==> config.mk <==
export PLATFORM = sky130hd
export DESIGN_NAME = line_pixel_writer
export DESIGN_NICKNAME = d
export VERILOG_FILES = /design/src/rtl/line_pixel_writer.sv
export SDC_FILE = /design/constraint.sdc
export NUM_CORES = 1
export LEC_CHECK = 0
export ABC_AREA = 1
export ABC_CLOCK_PERIOD_IN_PS = 5000
export CAP_MARGIN = 20
export CORE_ASPECT_RATIO = 1.5
export CORE_UTILIZATION = 30
export DETAILED_ROUTE_END_ITERATION = 8
export GPL_ROUTABILITY_DRIVEN = 0
export PLACE_DENSITY = 0.51
export SLEW_MARGIN = 20
export SYNTH_ARGS = -nofsm -noshare
export SYNTH_HDL_FRONTEND = slang
export SYNTH_SLANG_ARGS = --single-unit
==> constraint.sdc <==
create_clock -name clk -period 5 [get_ports clk]
set_input_delay 0.75 -clock clk [delete_from_list [all_inputs] [get_ports clk]]
set_output_delay 0.75 -clock clk [all_outputs]
set_load 0.01 [all_outputs]
==> src/rtl/line_pixel_writer.sv <==
// Pixel-stream sink: buffers (x,y,color) points and issues one single-beat framebuffer write per point.
// Define LINE_WR_CLIP_EN to retire off-screen points without a write and count them in drop_count.
`timescale 1ns/1ps
module line_pixel_writer #(
  parameter int H_RES      = 800,
  parameter int V_RES      = 480,
  parameter int COLOR_W    = 24,
  parameter int ADDR_W     = 19,
  parameter int FIFO_DEPTH = 8
) (
  input  logic               clk,
  input  logic               reset,
  input  logic               in_valid,
  output logic               in_ready,
  input  logic [10:0]        in_x,
  input  logic [9:0]         in_y,
  input  logic [COLOR_W-1:0] in_color,
  input  logic               in_last,
  output logic [ADDR_W-1:0]  mem_addr,
  output logic [COLOR_W-1:0] mem_wdata,
  output logic               mem_write,
  input  logic               mem_waitrequest,
  output logic               busy,
  output logic               done,
  output logic [15:0]        pix_count,
  output logic [15:0]        drop_count
);
  localparam int PTR_W = (FIFO_DEPTH > 1) ? $clog2(FIFO_DEPTH) : 1;
  localparam int CNT_W = PTR_W + 1;

  generate
    if ((FIFO_DEPTH < 2) || ((FIFO_DEPTH & (FIFO_DEPTH - 1)) != 0)) begin : g_bad_depth
      $error("line_pixel_writer: FIFO_DEPTH must be a power of two >= 2");
    end
    if (ADDR_W < $clog2(H_RES * V_RES)) begin : g_bad_addr_w
      $error("line_pixel_writer: ADDR_W too narrow for H_RES*V_RES");
    end
  endgenerate

  typedef enum logic [1:0] {S_IDLE, S_WRITE, S_DROP} state_e;

  logic [10:0]        x_mem    [FIFO_DEPTH];
  logic [9:0]         y_mem    [FIFO_DEPTH];
  logic [COLOR_W-1:0] c_mem    [FIFO_DEPTH];
  logic               last_mem [FIFO_DEPTH];
  logic               drop_mem [FIFO_DEPTH];

  logic [PTR_W-1:0]   wr_q, rd_q;
  logic [CNT_W-1:0]   cnt_q;
  logic               ready_q;
  state_e             state_q, state_d;
  logic [ADDR_W-1:0]  addr_q, addr_d;
  logic [COLOR_W-1:0] wdata_q;
  logic               last_q;
  logic               done_q;
  logic [15:0]        pix_q;

  logic push, pop, retire, empty, drop_in;

`ifdef LINE_WR_CLIP_EN
  assign drop_in = (int'(in_x) >= H_RES) || (int'(in_y) >= V_RES);
`else
  assign drop_in = 1'b0;
`endif

  // ready_q keeps in_ready low while reset is held and for the release edge
  assign in_ready = ready_q && (cnt_q != CNT_W'(FIFO_DEPTH));
  assign push     = in_valid && in_ready;
  assign empty    = (cnt_q == '0);
  // product taken modulo 2^ADDR_W, equal to truncating the full-width product
  assign addr_d   = ADDR_W'(y_mem[rd_q]) * ADDR_W'(H_RES) + ADDR_W'(x_mem[rd_q]);

  always_ff @(posedge clk) begin
    if (push) begin
      x_mem[wr_q]    <= in_x;
      y_mem[wr_q]    <= in_y;
      c_mem[wr_q]    <= in_color;
      last_mem[wr_q] <= in_last;
      drop_mem[wr_q] <= drop_in;
    end
  end

  always_comb begin
    state_d = state_q;
    pop     = 1'b0;
    retire  = 1'b0;
    unique case (state_q)
      S_IDLE:  pop = !empty;
      S_WRITE: begin
        if (!mem_waitrequest) begin
          retire = 1'b1;
          pop    = !empty;
        end
      end
      S_DROP: begin
        retire = 1'b1;
        pop    = !empty;
      end
      default: ;
    endcase
    if (pop) begin
      state_d = drop_mem[rd_q] ? S_DROP : S_WRITE;
    end else if (retire) begin
      state_d = S_IDLE;
    end
  end

  always_ff @(posedge clk) begin
    if (reset) begin
      state_q <= S_IDLE;
      wr_q    <= '0;
      rd_q    <= '0;
      cnt_q   <= '0;
      ready_q <= 1'b0;
      addr_q  <= '0;
      wdata_q <= '0;
      last_q  <= 1'b0;
      done_q  <= 1'b0;
      pix_q   <= '0;
    end else begin
      state_q <= state_d;
      ready_q <= 1'b1;
      if (push) begin
        wr_q <= wr_q + PTR_W'(1);
      end
      if (pop) begin
        rd_q    <= rd_q + PTR_W'(1);
        addr_q  <= addr_d;
        wdata_q <= c_mem[rd_q];
        last_q  <= last_mem[rd_q];
      end
      unique case ({push, pop})
        2'b10:   cnt_q <= cnt_q + CNT_W'(1);
        2'b01:   cnt_q <= cnt_q - CNT_W'(1);
        default: cnt_q <= cnt_q;
      endcase
      done_q <= retire && last_q;
      if (retire && (state_q == S_WRITE) && (pix_q != '1)) begin
        pix_q <= pix_q + 16'd1;
      end
    end
  end

`ifdef LINE_WR_CLIP_EN
  logic [15:0] drop_q;
  always_ff @(posedge clk) begin
    if (reset) begin
      drop_q <= '0;
    end else if (retire && (state_q == S_DROP) && (drop_q != '1)) begin
      drop_q <= drop_q + 16'd1;
    end
  end
  assign drop_count = drop_q;
`else
  assign drop_count = '0;
`endif

  assign mem_write = (state_q == S_WRITE);
  assign mem_addr  = addr_q;
  assign mem_wdata = wdata_q;
  assign busy      = !empty || mem_write;
  assign done      = done_q;
  assign pix_count = pix_q;

endmodule

* After elaboration in Yosys (flattened, before gate mapping)
Memories as Yosys holds them, arrays and structs flattened. A register that Yosys moved wholly into a read port is not among the register bits. Cells that the tools add are included.
Cells by class: $add $sub $neg 6, mux-type cells 15, equality and inequality tests 6, multipliers 1, reduce and logical (&&, ||, !) cells 12
Operators with widths (number):
- adder 19 x 11 -> 19 bit | 1
- adder 16 x 1 -> 16 bit, second input constant | 1
- != test 16 bit, second input constant | 1
- multiplier 10 x 5 -> 14 bit, second input constant | 1
- two-way mux 3 bit | 4
- one-hot mux 4 bit (2 select lines) | 1
- adder 3 x 1 -> 3 bit, second input constant | 2
- two-way mux 2 bit | 3
- logical AND 1 bit | 5
- two-way mux 1 bit | 5
- adder 4 x 1 -> 4 bit, second input constant | 1
- equality test 2 x 1 -> 1 bit, second input constant | 2
- equality test 2 bit, second input constant | 2
- zero test 4 bit | 1
- != test 4 bit, second input constant | 1
- one-hot mux 1 bit (2 select lines) | 2
- nonzero test 2 bit | 2
- subtractor 4 x 1 -> 4 bit, second input constant | 1
- zero test 2 bit | 1
- OR reduction 2 bit | 1
- zero test 1 bit | 1
- logical OR 1 bit | 1
Storage, ports and cells: memories kept 4, output and inout port bits 79, logic and storage cells 52, bits in writable memories 368, flip-flop bits (word level) 49, input bits 50
Memory list:
- c_mem | depth 8, bits a word 24, read ports 1, clocked after Yosys merged registers in 1, wr ports 1, line 44 | logic [COLOR_W-1:0] c_mem [FIFO_DEPTH];
- x_mem | depth 8, bits a word 11, read ports 1, clocked after Yosys merged registers in 1, wr ports 1, line 42 | logic [10:0] x_mem [FIFO_DEPTH];
- y_mem | depth 8, bits a word 10, read ports 1, clocked after Yosys merged registers in 1, wr ports 1, line 43 | logic [9:0] y_mem [FIFO_DEPTH];
- last_mem | depth 8, bits a word 1, read ports 1, clocked after Yosys merged registers in 1, wr ports 1, line 45 | logic last_mem [FIFO_DEPTH];

* Depth between registers and ports, before layout
Gate-level depths: netlist of the first run.
depth in word-level cells 6, depth in mapped cells 26, gate-level depth less buffers 24

* Worst setup path after synthesis of the first run
Ideal clock, no wire load.
kind reg2reg, start register with a tool-made name, end register addr_q[17], in the netlist mem_addr[17], required time 4.883 ns, period minus slack after synthesis 4.087 ns, cell stages (with the launch flop) 23, slack 0.913 ns, setup time 0.117 ns, arrival 3.970 ns, buffers on the path 3, cells stage by stage dfxtp_1 buf_2 buf_2 buf_2 nor2_1 o22ai_1 nor2_1 a31oi_1 ha_1 ha_1 ha_1 inv_1 fa_1 inv_1 ha_1 nand2_1 or3_1 nand2_2 nand2_4 nor2_8 a21oi_1 nor2_1 nor2_1
RTL lines:
- end signal: assignment | line 128 | addr_q <= addr_d;
- end: declaration | line 52 | logic [ADDR_W-1:0] addr_q, addr_d;

==> results.toml, run 1 <==
[finish]
area_delta_synth_final_pct = 19.0
diodes = 0
post-route-util = 0.360
fin_cells = 2524
final_cell_mix = "edfxtp_1, nor2_1, o21ai_0"
drive_gt1_frac = 0.0739
fin_area_sq_um = 22000
nets = 1798
final_common_cell = "edfxtp_1"

[sta]
max-slew-margin-rel = 0.295
fin_setup_tns_ns = 0
setup_slack_ns = 0.635
fin_crit_ns = 4.37
finClkSkew_ns = 0.0232
rsz0062_at_grt = "false"
hold_violations = 0
hold-worst-slack_ns = 0.472
tightest_slew_ns = 1.06
setup_viol = 0
final.period_utilization = 0.873
max_freq_mhz = 229
maxSlewViolCount = 0

[worst_setup_path]
end_kind = "register"
crit_slowest_cell = "fa_1"
startpoint_type = "register"
crit_buf_inv = 5
worstPathArrival_ns = 4.82
crit_top_cell = "nand2_1"
max_stage_delay_ns = 0.49
path_class = "register to register"
crit_chain = "inv_2 -> buf_4 -> nor2_1 -> o22ai_1 -> nor2_1 -> a31oi_1 -> ha_1 -> ha_1 -> inv_1 -> fa_1 -> inv_1 -> ha_1 -> or2_1 -> nand3_1 -> nand2_1 -> nor2_1 -> nand2_1 -> nor2_2 -> nand2_1 -> nand2_1 -> nand3_1 -> nand2_1 -> inv_1"
cp_top_family = "adder cells"
critPathMaxFanout = 20
required_ns = 5.45

[global_route]
grt_max_degree = 105
overflow = 0
grt_pass1_wl_mm = 72.1
antenna_found_initial = 5
grt_util_all_layers = 0.151
grt_pass1_vias = 12391

[routing]
drt_iter0_markers = 640
vias_per_cell = 4.84
routed-wl-met2_mm = 24.2
wl_mm = 46.3
routedWlPerCell_um = 18.4
met3_length_mm = 2.15
drc_errors = 0
ant_nets = 0
firstDrtPassIters = 5
num_vias = 12219
wl_met1_mm = 18.8
top_layer = "met5"

[placed_design]
placedInstanceArea_sq_um = 20500
dp.cells = 2441
numPortBuffers = 112
dpl.hpwl_mm = 28.1
pre_cts_slack_ns = 0.690

[floorplanning]
fp.dieArea_sq_um = 62500
io_pins = 129
rows = 111
core_sq_um = 61000
start_util = 0.303
die_h_um = 306
dieWidth_um = 204

[status]
status = "complete, no violations"

[run]
cap_violations = 0

[power]
leakage_nw = 7.58
cellPowerDensity_nw_per_um2 = 693
vdd_drop_max_v = 0.000608
total_power_mw = 15.2

[clock_network]
cts-root-buf = "clkbuf_16"
cts_made_buffers = 45
post_cts_buffers = 0
ctsResizeCount = 0
htree_levels = 2
clk_path_buf_depth = 3
holdBufCountCts = 0
clk_pin_slew_ns = 0.06
cts_sinks = 444
clk_latency_ns = 0.57
cts_tree = "built"

[min_path]
hold_path.class = "register to register"

[synth]
ys_ff_latch = 444
yosysSeqAreaShare = 0.682
synth_edf_count = 368
avgSynthCellArea_sq_um = 11.6
synth.top_cell.area_share = 0.599
synth_top_family_by_area = "compound AO/OA/AOI/OAI gates"
synth_compound_area_frac = 0.130
postSynth.asyncResetShare = 0
syn_area_sq_um = 18400
synth_top_area_cell = "edfxtp_1"
synth_top_flop_cell = "edfxtp_1"
synth-xor-area-share = 0.00617
yosys_warnings = 0
synthDistinctLibCells = 46
syn-instance-count = 1588
synth_simple_gate_area_share = 0.0988
synthAdderAreaFrac = 0.0374
synth.area.top_cells = "edfxtp_1, dfxtp_1, o21ai_0, nor2_1, ha_1"
synth.mux.area_fraction = 0
==> worst register-to-register path, cell delays in order, from the launching register on <==
cell and delay [ns]:
dfxtp_2 0.43, inv_2 0.27, buf_4 0.27, nor2_1 0.07
o22ai_1 0.16, nor2_1 0.06, a31oi_1 0.35, ha_1 0.31
ha_1 0.28, inv_1 0.05, fa_1 0.49, inv_1 0.04
ha_1 0.33, or2_1 0.28, nand3_1 0.10, nand2_1 0.10
nor2_1 0.10, nand2_1 0.11, nor2_2 0.17, nand2_1 0.07
nand2_1 0.05, nand3_1 0.06, nand2_1 0.09, inv_1 0.04
==> metal layers <==
metal / vias up / track usage
met5: - / 0
met1: 5993 / 0.174
li1: 5875 / -
met3: 81 / 0.0289
met4: 4 / 0.0493
met2: 266 / 0.276
==> sequential cells by signal, summed over array words and instances, names as in the netlist, 3 cells and up, named ones only <==
signal     count
rd_q           3
c_mem        192
wr_q           3
mem_wdata     24
last_mem       8
mem_addr      19
pix_count     16
x_mem         88
cnt_q          4
y_mem         80
==> synthesized netlist by cell type (3+ instances only) <==
library cell	number
nand4_1	6
clkbuf_1	54
a21oi_1	63
nor3_1	10
a31oi_1	12
buf_4	18
o21ai_0	240
inv_1	88
nand3_1	22
dfxtp_1	76
ha_1	44
edfxtp_1	368
buf_2	25
nand3b_1	3
xnor2_1	3
inv_2	7
nand2_1	108
o221ai_1	31
fa_1	7
xor2_1	10
nor2_1	280
o21ai_1	35
o22ai_1	50
==> logic make-up (layout without fill, tap and decap cells) <==
group | Yosys count | count (layout)
AND/OR/NAND/NOR | 446 | 446
flip-flops | 444 | 444
AO/OA/AOI/OAI | 438 | 438
buffers and inverters | 195 | 325
adder cells (fa/ha/maj) | 51 | 51
XOR/XNOR | 13 | 13
other | 1 | 16
==> path summary, 6_finish.rpt <==
check	start	end	slack (ns)	depth (start not counted)
hold / removal	last_q	done	0.47	2
setup reg to reg	register	mem_addr[18]	0.63	23
hold reg to reg	last_q	done	0.47	2
setup / recovery	register	mem_addr[18]	0.63	23
==> layout make-up <==
cell class	instances	area [sq um]
fill	5995	39000
sequential	444	12600
multi-input combinational	964	5160
timing repair buffer	146	1430
clock buffer	68	1270
tap	791	990
inverter	96	360
clock inverter	15	173
==> report_power, final <==
part	total (mW)	leakage [nW]	internal (mW)	switching (mW)
logic	7.49	2.94	2.68	4.81
registers	4.41	3.95	4.27	0.142
clock network	3.31	0.684	1.92	1.39
(Power assumes the default switching activity.)
==> run 2, diff against run 1 <==
CAP_MARGIN = unset   (was 20)
==> results of run 2 <==
Same layout as run 1: the final DEF is identical, and so are final timing and power.
==> run 3, diff against run 2 <==
SKIP_CTS_REPAIR_TIMING = 1   (was unset)
TNS_END_PERCENT = 30   (was unset)
==> results of run 3 <==
Same layout as run 1: the final DEF is identical, and so are final timing and power.
